<file path="src/rtl/psum_pkg.sv">
// Shared types and constants for the partial-sum ReLU/requantise/pack block.
package psum_pkg;

   typedef enum logic [1:0] {
      IDLE  = 2'd0,
      RUN   = 2'd1,
      DRAIN = 2'd2
   } state_t;

   localparam int BYTES_PER_WORD = 4;
   localparam int ACC_W          = 19;
   localparam int U8_MAX         = 255;

endpackage

</file>
<file path="src/rtl/sync_fifo.sv">
// Show-ahead synchronous FIFO: the head entry is visible on 'head' while not empty.
// A push into a full FIFO is accepted only when a pop happens on the same edge.
module sync_fifo #(
   parameter int WIDTH = 33,
   parameter int DEPTH = 16
) (
   input  logic             clk,
   input  logic             rstn,
   input  logic             push,
   input  logic [WIDTH-1:0] push_data,
   input  logic             pop,
   output logic [WIDTH-1:0] head,
   output logic             full,
   output logic             empty
);

   localparam int AW = $clog2(DEPTH);

   logic [WIDTH-1:0] mem [DEPTH];
   logic [AW:0]      wr_ptr;
   logic [AW:0]      rd_ptr;
   logic             do_push;
   logic             do_pop;

   assign empty   = (wr_ptr == rd_ptr);
   assign full    = (wr_ptr[AW] != rd_ptr[AW]) && (wr_ptr[AW-1:0] == rd_ptr[AW-1:0]);
   assign do_pop  = pop && !empty;
   assign do_push = push && (!full || do_pop);
   // Head is forced to zero when empty so nothing stale leaks onto the bus.
   assign head    = empty ? '0 : mem[rd_ptr[AW-1:0]];

   // Pointer update; the extra MSB distinguishes full from empty.
   always_ff @(posedge clk or negedge rstn) begin
      if (!rstn) begin
         wr_ptr <= '0;
         rd_ptr <= '0;
      end else begin
         if (do_push) wr_ptr <= wr_ptr + 1'b1;
         if (do_pop)  rd_ptr <= rd_ptr + 1'b1;
      end
   end

   // Storage write; contents need no reset because empty masks the head.
   always_ff @(posedge clk) begin
      if (do_push) mem[wr_ptr[AW-1:0]] <= push_data;
   end

endmodule

</file>
<file path="src/rtl/psum_relu_pack.sv">
// Sums three PE partial sums plus bias, applies ReLU + shift requantise + uint8
// saturation, packs 4 bytes per word and streams words out over AXI4-Stream.
module psum_relu_pack
   import psum_pkg::*;
#(
   parameter int FIFO_DEPTH = 16,
   parameter int CNT_W      = 16
) (
   input  logic                clk,
   input  logic                rstn,
   input  logic                start,
   input  logic signed [15:0]  bias,
   input  logic        [3:0]   shift,
   input  logic [CNT_W-1:0]    frame_words,
   input  logic signed [15:0]  ps0,
   input  logic signed [15:0]  ps1,
   input  logic signed [15:0]  ps2,
   input  logic                ps_valid,
   output logic [31:0]         m_axis_tdata,
   output logic                m_axis_tvalid,
   input  logic                m_axis_tready,
   output logic                m_axis_tlast,
   output logic                busy,
   output logic                done,
   output logic                overflow
);

   localparam int DATA_W = 16;
   localparam int LANE_W = $clog2(BYTES_PER_WORD);

   // ReLU, logical right shift of the non-negative sum, then clamp to uint8.
   function automatic logic [7:0] relu_requant(
      input logic signed [DATA_W-1:0] a,
      input logic signed [DATA_W-1:0] b,
      input logic signed [DATA_W-1:0] c,
      input logic signed [DATA_W-1:0] d,
      input logic        [3:0]        sh
   );
      logic signed [ACC_W-1:0] s;
      logic        [ACC_W-1:0] v;
      s = $signed({{(ACC_W-DATA_W){a[DATA_W-1]}}, a})
        + $signed({{(ACC_W-DATA_W){b[DATA_W-1]}}, b})
        + $signed({{(ACC_W-DATA_W){c[DATA_W-1]}}, c})
        + $signed({{(ACC_W-DATA_W){d[DATA_W-1]}}, d});
      if (s[ACC_W-1]) return 8'd0;
      v = $unsigned(s) >> sh;
      if (v > ACC_W'(U8_MAX)) return 8'(U8_MAX);
      return v[7:0];
   endfunction

   state_t                    state;
   state_t                    state_nxt;
   logic                      done_nxt;
   logic signed [DATA_W-1:0]  bias_q;
   logic        [3:0]         shift_q;
   logic [CNT_W-1:0]          frame_words_q;
   logic [CNT_W-1:0]          word_cnt;
   logic [LANE_W-1:0]         lane;
   logic [23:0]               pack;
   logic [7:0]                pix;
   logic [31:0]               word;
   logic                      start_ok;
   logic                      accept;
   logic                      push;
   logic                      last;
   logic                      pop;
   logic                      full;
   logic                      empty;
   logic [32:0]               head;

   assign start_ok = (state == IDLE) && start && (frame_words != '0);
   assign accept   = (state == RUN) && ps_valid;
   assign pix      = relu_requant(ps0, ps1, ps2, bias_q, shift_q);
   // Lane 3 byte goes straight into the pushed word, so pack holds lanes 0..2 only.
   assign word     = {pix, pack};
   assign push     = accept && (lane == LANE_W'(BYTES_PER_WORD - 1));
   assign last     = (word_cnt == frame_words_q - CNT_W'(1));
   assign pop      = m_axis_tvalid && m_axis_tready;

   sync_fifo #(
      .WIDTH (33),
      .DEPTH (FIFO_DEPTH)
   ) u_fifo (
      .clk       (clk),
      .rstn      (rstn),
      .push      (push),
      .push_data ({last, word}),
      .pop       (m_axis_tready),
      .head      (head),
      .full      (full),
      .empty     (empty)
   );

   assign m_axis_tvalid = !empty;
   assign m_axis_tdata  = head[31:0];
   assign m_axis_tlast  = head[32];
   assign busy          = (state != IDLE);

   // Next-state and done-pulse decode.
   always_comb begin
      state_nxt = state;
      done_nxt  = 1'b0;
      case (state)
         IDLE:    if (start_ok) state_nxt = RUN;
         RUN:     if (push && last) state_nxt = DRAIN;
         DRAIN: begin
            if (empty) begin
               state_nxt = IDLE;
               done_nxt  = 1'b1;
            end
         end
         default: state_nxt = IDLE;
      endcase
   end

   // State register and registered done pulse.
   always_ff @(posedge clk or negedge rstn) begin
      if (!rstn) begin
         state <= IDLE;
         done  <= 1'b0;
      end else begin
         state <= state_nxt;
         done  <= done_nxt;
      end
   end

   // Config latch, byte packing, word counting and sticky overflow.
   always_ff @(posedge clk or negedge rstn) begin
      if (!rstn) begin
         bias_q        <= '0;
         shift_q       <= '0;
         frame_words_q <= '0;
         word_cnt      <= '0;
         lane          <= '0;
         pack          <= '0;
         overflow      <= 1'b0;
      end else if (start_ok) begin
         bias_q        <= bias;
         shift_q       <= shift;
         frame_words_q <= frame_words;
         word_cnt      <= '0;
         lane          <= '0;
         overflow      <= 1'b0;
      end else if (accept) begin
         case (lane)
            2'd0:    pack[7:0]   <= pix;
            2'd1:    pack[15:8]  <= pix;
            2'd2:    pack[23:16] <= pix;
            default: ;
         endcase
         lane <= lane + LANE_W'(1);
         if (push) begin
            word_cnt <= word_cnt + CNT_W'(1);
            if (full && !pop) overflow <= 1'b1;
         end
      end
   end

endmodule

</file>
<file path="config.mk">
export PLATFORM = sky130hd
export DESIGN_NAME = psum_relu_pack
export DESIGN_NICKNAME = d
export VERILOG_FILES = /design/src/rtl/psum_pkg.sv /design/src/rtl/sync_fifo.sv /design/src/rtl/psum_relu_pack.sv
export SDC_FILE = /design/constraint.sdc
export NUM_CORES = 1
export LEC_CHECK = 0
export CAP_MARGIN = 40
export CELL_PAD_IN_SITES_DETAIL_PLACEMENT = 0
export CELL_PAD_IN_SITES_GLOBAL_PLACEMENT = 2
export CORE_MARGIN = 4
export CORE_UTILIZATION = 49
export CTS_CLUSTER_SIZE = 8
export DETAILED_ROUTE_END_ITERATION = 8
export GPL_ROUTABILITY_DRIVEN = 0
export PLACE_DENSITY = 0.84
export SYNTH_ARGS = -nofsm -noshare
export SYNTH_HDL_FRONTEND = slang
export SYNTH_SLANG_ARGS = --single-unit
</file>
<file path="constraint.sdc">
create_clock -name clk -period 6.9 [get_ports clk]
set_clock_uncertainty 0.2 [all_clocks]
set_input_delay 1.38 -clock clk [delete_from_list [all_inputs] [get_ports clk]]
set_output_delay 1.38 -clock clk [all_outputs]
set_load 0.1 [all_outputs]
</file>
==> impl_metrics.json, run 1 <==
{
  "outcome": "finished, final reports clean",
  "fin_ws_ps": 632.3,
  "htreeDepth": 3,
  "syn_area_um2": 27460,
  "die_w_um": 244.7,
  "maxCapViolations": 0,
  "ir_worst_vdd_mv": 0.5223,
  "drt-initial-drc-count": 1417,
  "drc": 0,
  "synth.top_cells.by_area": "edfxtp_1 58%, mux4_2 14%, dfrtp_1 8.4%, fa_1 2.4%, nand2_1 2.0%",
  "fin_nets": 2039,
  "dr.pass1.iters": 5,
  "ant_nets": 0,
  "synth_nets": 1824,
  "worstPathCellList": "clkdlybuf4s50_1 > inv_1 > fa_1 > inv_1 > fa_1 > ha_1 > fa_1 > a21oi_1 > o221ai_1 > a2111oi_2 > nor4b_4 > and3_1 > o21ai_0 > nand2_1 > a221oi_2 > a31o_2 > inv_1",
  "holdCritPathClass": "reg -> reg",
  "via_per_inst": 5.705,
  "synth_top_family_by_area": "multiplexers",
  "cts-buffers-inserted": 87,
  "area.growth.synth_to_final_pct": 20.10,
  "avgSynthCellArea_um2": 16.42,
  "synth_common_cells": "528 x edfxtp_1, 171 x mux4_2, 148 x nand2_1",
  "grt_max_degree": 71,
  "arrival_ps": 6350,
  "rows": 86,
  "min_period_over_period_pct": 90.84,
  "clkSinkCount": 620,
  "track_usage_pct": 21.46,
  "yosys_warnings": 0,
  "hold_viol": 0,
  "met1_usage_pct": 29.27,
  "vias": 15353,
  "p_leak_nw": 11.65,
  "max_stage_delay_ps": 530,
  "root_buffer": "clkbuf_16",
  "ys_ff_latch": 620,
  "wl_mm": 62.85,
  "slowest_stage": "fa_1",
  "worst_slew_pin_slew_ps": 859.2,
  "drv_slew": 0,
  "die_y_um": 244.7,
  "grt_pass1_wl_mm": 97.78,
  "crit_type": "in -> reg",
  "cp_top_family": "compound AO/OA/AOI/OAI gates",
  "io_buffers": 125,
  "clock_path_buffers": 3,
  "ys_types": 77,
  "ios": 126,
  "synthArstFlopShare_pct": 14.84,
  "worst-endpoint-required_ps": 6980,
  "use_met2_pct": 36.16,
  "synth_most_common_cell": "edfxtp_1",
  "layout-drive-gt1-share_pct": 20.79,
  "yosys.area.top_type": "edfxtp_1",
  "fmax_ghz": 0.1595,
  "synth_cells": 1673,
  "worst_setup_hold_path_clk_slew_ps": 50,
  "synth-edff-count": 528,
  "cellPowerDensity_nw_per_um2": 448.9,
  "place_ws_ps": 49.89,
  "synth-xor-area-share_pct": 1.818,
  "maxSlewHeadroom_pct": 42.58,
  "grt_pass1_vias": 16139,
  "antenna_cells": 0,
  "grt_use_met3_pct": 3.714,
  "coreArea_um2": 55310,
  "critPathBufInv": 4,
  "synthMuxAreaShare_pct": 14.59,
  "crit_path_end_kind": "register",
  "rrSetupSlack_ps": 2070,
  "antenna_found_initial": 0,
  "setup_tns_ps": 0,
  "dpl.hpwl_mm": 37.62,
  "synth_top_area_share_pct": 57.73,
  "synthAdderAreaFrac_pct": 3.727,
  "grt_overflow": 0,
  "holdWs_ps": 278.5,
  "cts-resized-gates": 0,
  "hold_buffers": 0,
  "synth-seq-area-share_pct": 66.11,
  "rsz0062_at_grt": "no",
  "cts_tree": "built",
  "cp-start-kind": "primary input",
  "start_util_pct": 49.66,
  "cp_max_fo": 16,
  "dieArea_um2": 59900,
  "wl_per_cell_um": 23.35,
  "synthSimpleGateAreaFrac_pct": 6.396,
  "setup_viol": 0,
  "gr-max-usage-layer": "met2",
  "clk_latency_ps": 630,
  "min_period_ps": 6268,
  "synth-compound-area-share_pct": 4.674,
  "ys.flop_type": "edfxtp_1",
  "cts_setup_buffers": 0
}
-- area by class of cell --
cell class,count,area [um^2]
fill,4199,22330
sequential,620,18170
multi-input combinational,861,8688
clock buffer,138,2400
timing repair buffer,213,2315
tap,748,935.9
inverter,105,394.1
clock inverter,6,82.58
-- cells by family after synthesis --
logic type / after synthesis
XOR/XNOR: 57
multiplexers: 186
adder cells (fa/ha/maj): 62
flip-flops: 620
buffers and inverters: 192
AO/OA/AOI/OAI: 179
AND/OR/NAND/NOR: 377
-- final timing paths --
path	cells after the start	end	start
worst min-delay path	2	bias_q[0]$_DFFE_PN0P_	bias_q[0]$_DFFE_PN0P_
worst max-delay path	17	u_fifo.mem[1][31]$_DFFE_PP_	ps0[1]
worst max register to register	13	u_fifo.mem[1][31]$_DFFE_PP_	bias_q[1]$_DFFE_PN0P_
worst min register to register	2	bias_q[0]$_DFFE_PN0P_	bias_q[0]$_DFFE_PN0P_
min in group asynchronous	1	frame_words_q[0]$_DFFE_PN0P_	rstn
max in group asynchronous	3	pack[9]$_DFFE_PN0P_	rstn
-- stage by stage --
stage	cells	total power, mW	utilization [%]	cell area [um^2]
finish	2691	14.81	59.63	32980
detailed placement	2547	11.04	55.15	30500
floorplan	1673	8.796	-	27460
global route	2691	15.42	59.63	32980
CTS	2691	14.97	59.63	32980
global placement	2505	10.19	53.91	29820
-- state kept, by name (all words and copies together), names as in the netlist --
register	count
shift_q	4
word_cnt	16
frame_words_q	16
done	1
u_fifo.mem	528
u_fifo.rd_ptr	5
pack	24
bias_q	16
lane	2
overflow	1
state	2
u_fifo.wr_ptr	5
-- placed cells by master, fill, tap and decap left out, types with 38 or more instances in the layout --
cell	instances
edfxtp_1	528
mux4_2	171
nand2_1	148
clkdlybuf4s50_1	124
inv_1	105
dfrtp_1	88
clkbuf_16	88
nor2_1	76
clkbuf_1	49
buf_4	46
nor2b_1	38
-- report_power, final --
part	internal, mW	switching (mW)
combinational	2.51	3.38
sequential	4.56	0.454
clock	2.36	1.53
-- worst register-to-register path, cell delays in order, from the launching register on --
cell and delay, ps:
dfrtp_1 410, fa_1 490, ha_1 240, fa_1 390
a21oi_1 280, o221ai_1 320, a2111oi_2 480, nor4b_4 140
and3_1 220, o21ai_0 250, nand2_1 130, a221oi_2 390
a31o_2 300, inv_1 240
-- per-layer routing --
layer  part of all wire (%)  up-vias
met3                    6.1       86
met2                     51      514
li1                       -     6873
met1                     41     7880
met4                    1.9        0
met5                      0        -
No activity file was read; power rests on OpenSTA's default activity.
==> run 2: changes to the inputs <==
Settings changed: PLACE_DENSITY 0.84 to 0.85, SYNTH_HIERARCHICAL set to 1.
==> run 2 against run 1 <==
Against the previous run:
- via count rose by 8.9%
- hold slack improved by 16 ps
- die area increased by 1.0%
- synthesized area increased by 1.1%
- fmax decreased by 1.1%
- critical path depth stayed put
==> impl_metrics.json, run 2 <==
{
  "outcome": "finished, final reports clean",
  "wl_mm": 67.77,
  "drv_slew": 0,
  "fin_nets": 2150,
  "crit_type": "in -> reg",
  "hold_viol": 0,
  "synth_most_common_cell": "edfxtp_1",
  "io_buffers": 125,
  "cp_top_family": "adder cells",
  "dr.pass1.iters": 5,
  "wl_per_cell_um": 24.17,
  "worst-endpoint-required_ps": 7050,
  "cts_tree": "built",
  "dpl.hpwl_mm": 42.28,
  "holdCritPathClass": "reg -> reg",
  "vias": 16719,
  "hold_buffers": 0,
  "fmax_ghz": 0.1577,
  "ios": 126,
  "clkSinkCount": 620,
  "synth_nets": 1925,
  "synth_common_cells": "528 x edfxtp_1, 137 x nand2_1, 135 x mux4_2",
  "avgSynthCellArea_um2": 15.65,
  "final_cell_mix": "528 x edfxtp_1, 137 x nand2_1, 135 x mux4_2, 120 x clkdlybuf4s50_1, 102 x inv_1",
  "synth-seq-area-share_pct": 65.41,
  "min_period_ps": 6339,
  "cp-start-kind": "primary input",
  "worstPathCellList": "clkdlybuf4s50_1 > inv_1 > fa_1 > inv_1 > fa_1 > ha_1 > fa_1 > a21oi_1 > o211ai_2 > a21o_1 > nor4_1 > o21ai_0 > a2111oi_0 > nor3_1 > nor3_4 > a21oi_1 > buf_4",
  "arrival_ps": 6490,
  "holdWs_ps": 294.5,
  "cp_max_fo": 16,
  "antenna_found_initial": 3,
  "rsz0062_at_grt": "no",
  "synth_top_area_share_pct": 57.12,
  "worst_setup_hold_path_clk_slew_ps": 50,
  "synth_cells": 1774,
  "via_per_inst": 5.963,
  "die_y_um": 246.0,
  "maxCapViolations": 0,
  "ys_types": 89,
  "ys_ff_latch": 620,
  "ant_nets": 0,
  "synth-edff-count": 528,
  "grt_max_degree": 59,
  "area.growth.synth_to_final_pct": 20.70,
  "clk_latency_ps": 620,
  "max_stage_delay_ps": 530,
  "grt_pass1_vias": 17260,
  "crit_top_cell": "fa_1",
  "maxSlewHeadroom_pct": 39.99,
  "synth.top_cells.by_area": "edfxtp_1 57%, mux4_2 11%, dfrtp_1 8.3%, fa_1 2.4%, nand2_1 1.9%",
  "track_usage_pct": 22.74,
  "worst_slew_pin_slew_ps": 900.1,
  "dieArea_um2": 60520,
  "fin_ws_ps": 560.7,
  "start_util_pct": 49.90,
  "cts_setup_buffers": 0,
  "ys.flop_type": "edfxtp_1",
  "cts-buffers-inserted": 88,
  "grt_pass1_wl_mm": 104.6,
  "synthArstFlopShare_pct": 14.84,
  "syn_area_um2": 27760,
  "die_w_um": 246.0,
  "yosys_warnings": 6,
  "crit_path_end_kind": "register",
  "critPathBufInv": 4,
  "cts-resized-gates": 0,
  "placed_cell_area_um2": 30940,
  "slowest_stage": "fa_1",
  "grt_overflow": 0,
  "rows": 86,
  "min_period_over_period_pct": 91.87,
  "setup_viol": 0,
  "largest_register_ffs": 528,
  "layout-drive-gt1-share_pct": 19.66,
  "htreeDepth": 3,
  "yosys.area.top_type": "edfxtp_1",
  "place_ws_ps": -18.91,
  "coreArea_um2": 55630,
  "clock_path_buffers": 3,
  "final_cell_area_um2": 33500,
  "root_buffer": "clkbuf_16",
  "final_common_cell": "edfxtp_1",
  "fillers": 4210,
  "drt-initial-drc-count": 1431,
  "drc": 0
}
run 2: worst min-delay path, delay by kind of cell (launching register included):
kind | cells | cell delay [ps]
and+or+nand+nor | 2 | 100
DFF | 1 | 360
run 2: per-stage QoR:
stage / TNS [ps] / instances / utilization, %
5_1_grt: 0 / 2803 / 60.22
3_5_place_dp: -332.0 / 2657 / 55.61
6_report: 0 / 2804 / 60.22
2_1_floorplan: 0 / 1774 / -
4_1_cts: 0 / 2803 / 60.22
3_3_place_gp: 0 / 2612 / 54.08
run 2: final cells by class:
type | count | area (um^2) | area share (%)
well taps | 748 | 935.9 | 2.793
multi-input cells | 950 | 8818 | 26.32
repair buffers | 234 | 2623 | 7.828
flip-flops and latches | 620 | 18160 | 54.22
clock buffers | 138 | 2432 | 7.260
clock inverters | 8 | 132.6 | 0.3959
diodes | 1 | 2.502 | 0.007469
inverters | 105 | 394.1 | 1.176
run 2: final timing paths:
| kind | startpoint | end | depth (start not counted) | slack (ps) |
|---|---|---|---|---|
| min in group asynchronous | rstn | bias_q[12]$_DFFE_PN0P_ | 1 | 370 |
| worst min-delay path | bias_q[0]$_DFFE_PN0P_ | bias_q[0]$_DFFE_PN0P_ | 2 | 290 |
| worst max register to register | bias_q[1]$_DFFE_PN0P_ | u_fifo/mem[4][29]$_DFFE_PP_ | 13 | 1990 |
| worst min register to register | bias_q[0]$_DFFE_PN0P_ | bias_q[0]$_DFFE_PN0P_ | 2 | 290 |
| max in group asynchronous | rstn | u_fifo/rd_ptr[1]$_DFFE_PN0P_ | 3 | 5090 |
| worst max-delay path | ps0[1] | u_fifo/mem[4][29]$_DFFE_PP_ | 17 | 560 |
run 2: logic make-up (layout without fill, tap and decap cells):
logic type      count (synthesis)  in the layout  share of synthesized area (%)
compound gates                325            325                          7.929
flops                         620            620                          65.41
xor+xnor                       53             53                          1.781
mux                           151            151                          11.68
other cells                     0              1                              0
fa+ha+maj                      62             62                          3.687
simple gates                  359            359                          6.320
buf+inv                       204            485                          3.187
run 2: per-layer routing:
layer / vias up / routed length [um] / track usage [%]
li1: 7374 / - / -
met1: 8610 / 27860 / 31.74
met2: 628 / 33520 / 37.31
met3: 105 / 4903 / 4.027
met4: 2 / 1469 / 6.407
met5: - / 13 / 0
Power of run 2 is not shown: default switching activity piles up to over one toggle a cycle in this logic, so the estimate is an artifact.
==> run 3: changes to the inputs <==
Settings changed: CAP_MARGIN 40 to not set.
==> run 3 against run 2 <==
Against the previous run:
- first-iteration DRC count fell by 3.9%
- register-to-register slack got worse by 20 ps
- routed wire length decreased by 0.61%
- critical path depth stayed put
- via count down 1.9%
- sequential share of layout area grew 1.6 points
- critical endpoint is now u_fifo/mem[0][28]$_DFFE_PP_
- core utilization is 1.7 points lower
- fmax is 0.39% lower
- design area shrank 2.9%
==> impl_metrics.json, run 3 (synthesis gave the netlist of run 2 again) <==
{
  "coreArea_um2": 55630,
  "vias": 16395,
  "holdWs_ps": 294.3,
  "cp_top_family": "compound AO/OA/AOI/OAI gates",
  "cp_max_fo": 16,
  "grt_pass1_wl_mm": 102.7,
  "min_from": "bias_q[0]$_DFFE_PN0P_",
  "wl_mm": 67.35,
  "critPathBufInv": 4,
  "htreeDepth": 3,
  "worstPathCellList": "clkdlybuf4s50_1 > inv_1 > fa_1 > inv_1 > fa_1 > ha_1 > fa_1 > a21oi_1 > o211ai_2 > a21o_1 > o21ai_0 > a311o_1 > a2111oi_4 > a311oi_4 > nor2_1 > a21oi_1 > buf_4",
  "cts-buffers-inserted": 87,
  "stdcell_count": 2749,
  "fmax_ghz": 0.1571,
  "placed_cell_area_um2": 30080,
  "holdPathStages": 2,
  "dr.pass1.iters": 5,
  "die_w_um": 246.0,
  "die_y_um": 246.0,
  "fillers": 4295,
  "worst-endpoint-required_ps": 7160,
  "worst_slew_pin_slew_ps": 1173,
  "area.growth.synth_to_final_pct": 17.25,
  "setup_tns_ps": 0,
  "grt_overflow": 0,
  "min_period_over_period_pct": 92.23,
  "final_cell_area_um2": 32550,
  "slowest_stage": "a311oi_4",
  "io_buffers": 125,
  "cts_setup_buffers": 0,
  "crit_type": "in -> reg",
  "cp-start-kind": "primary input",
  "start_util_pct": 49.90,
  "dieArea_um2": 60520,
  "clock_path_buffers": 3,
  "cts-resized-gates": 0,
  "max_stage_delay_ps": 730,
  "maxSlewHeadroom_pct": 21.57,
  "grt_max_degree": 63,
  "ant_nets": 0,
  "drt-initial-drc-count": 1375,
  "via_per_inst": 5.964,
  "final_cell_mix": "528 x edfxtp_1, 137 x nand2_1, 135 x mux4_2, 120 x clkdlybuf4s50_1, 102 x inv_1",
  "dpl.hpwl_mm": 40.28,
  "drv_slew": 0,
  "outcome": "finished, final reports clean",
  "worst_setup_hold_path_clk_slew_ps": 50,
  "root_buffer": "clkbuf_16",
  "track_usage_pct": 22.43,
  "cts_tree": "built",
  "r2r-start": "bias_q[1]$_DFFE_PN0P_",
  "crit_cells": 17,
  "r2r_cells": 13,
  "wl_per_cell_um": 24.50,
  "largest_register_ffs": 528,
  "crit_top_cell": "fa_1",
  "rsz0062_at_grt": "no",
  "holdCritPathClass": "reg -> reg",
  "clkSinkCount": 620,
  "grt_pass1_vias": 16798,
  "worstSetupStartpoint": "ps0[1]",
  "clk_latency_ps": 620,
  "min_period_ps": 6364,
  "fin_nets": 2104,
  "final_common_cell": "edfxtp_1",
  "crit_path_end_kind": "register",
  "rows": 86,
  "place_inst": 2612,
  "hold_viol": 0,
  "drc": 0,
  "hold_buffers": 0,
  "antenna_found_initial": 3,
  "layout-drive-gt1-share_pct": 17.75,
  "arrival_ps": 6620,
  "ios": 126,
  "maxCapViolations": 0,
  "setup_viol": 0
}
==> run 3: cell types whose count changed in the layout (fill, tap and decap cells not counted), sizes merged <==
cell / delta
clkbuf: -9
clkinv: -2
buf: -45
inv: +2
clkinvlp: -1
==> run 3: worst register-to-register path, delay by kind of cell (launching register included) <==
| family | cells | cell delay (ps) |
|---|---|---|
| buffers and inverters | 1 | 230 |
| adder cells (fa/ha/maj) | 3 | 1140 |
| AND/OR/NAND/NOR | 1 | 110 |
| flip-flops | 1 | 400 |
| AO/OA/AOI/OAI | 8 | 2690 |
==> run 3: final timing paths <==
kind / to / slack [ps]
worst max-delay path: u_fifo/mem[0][28]$_DFFE_PP_ / 540
worst min-delay path: bias_q[0]$_DFFE_PN0P_ / 290
worst max register to register: u_fifo/mem[0][28]$_DFFE_PP_ / 1970
worst min register to register: bias_q[0]$_DFFE_PN0P_ / 290
max in group asynchronous: u_fifo/rd_ptr[1]$_DFFE_PN0P_ / 4800
min in group asynchronous: bias_q[12]$_DFFE_PN0P_ / 650
==> run 3: cell type report <==
type	instances	area, um^2	share of cell area (%)
Multi-Input combinational cell	950	8827	27.12
Clock inverter	7	95.09	0.2922
Antenna cell	1	2.502	0.007689
Inverter	105	394.1	1.211
Sequential cell	620	18160	55.81
Tap cell	748	935.9	2.876
Clock buffer	129	2356	7.239
Timing Repair Buffer	189	1769	5.436
==> run 3: metrics by stage <==
step / setup slack (ps) / util [%]
floorplan: 778.7 / -
global placement: 20.29 / 54.08
detailed placement: -53.80 / 54.08
CTS: 562.6 / 58.48
global route: 92.16 / 58.50
finish: 536.1 / 58.50
==> run 3: metal layers <==
layer  up-vias  global-route usage [%]  routed length (um)
met2       634                   36.49               33180
li1       7256                       -                   -
met4         2                   6.725                1463
met3       104                   4.016                4868
met1      8399                   31.39               27830
met5         -                       0                  13
Power of run 3 is left out for the same reason.
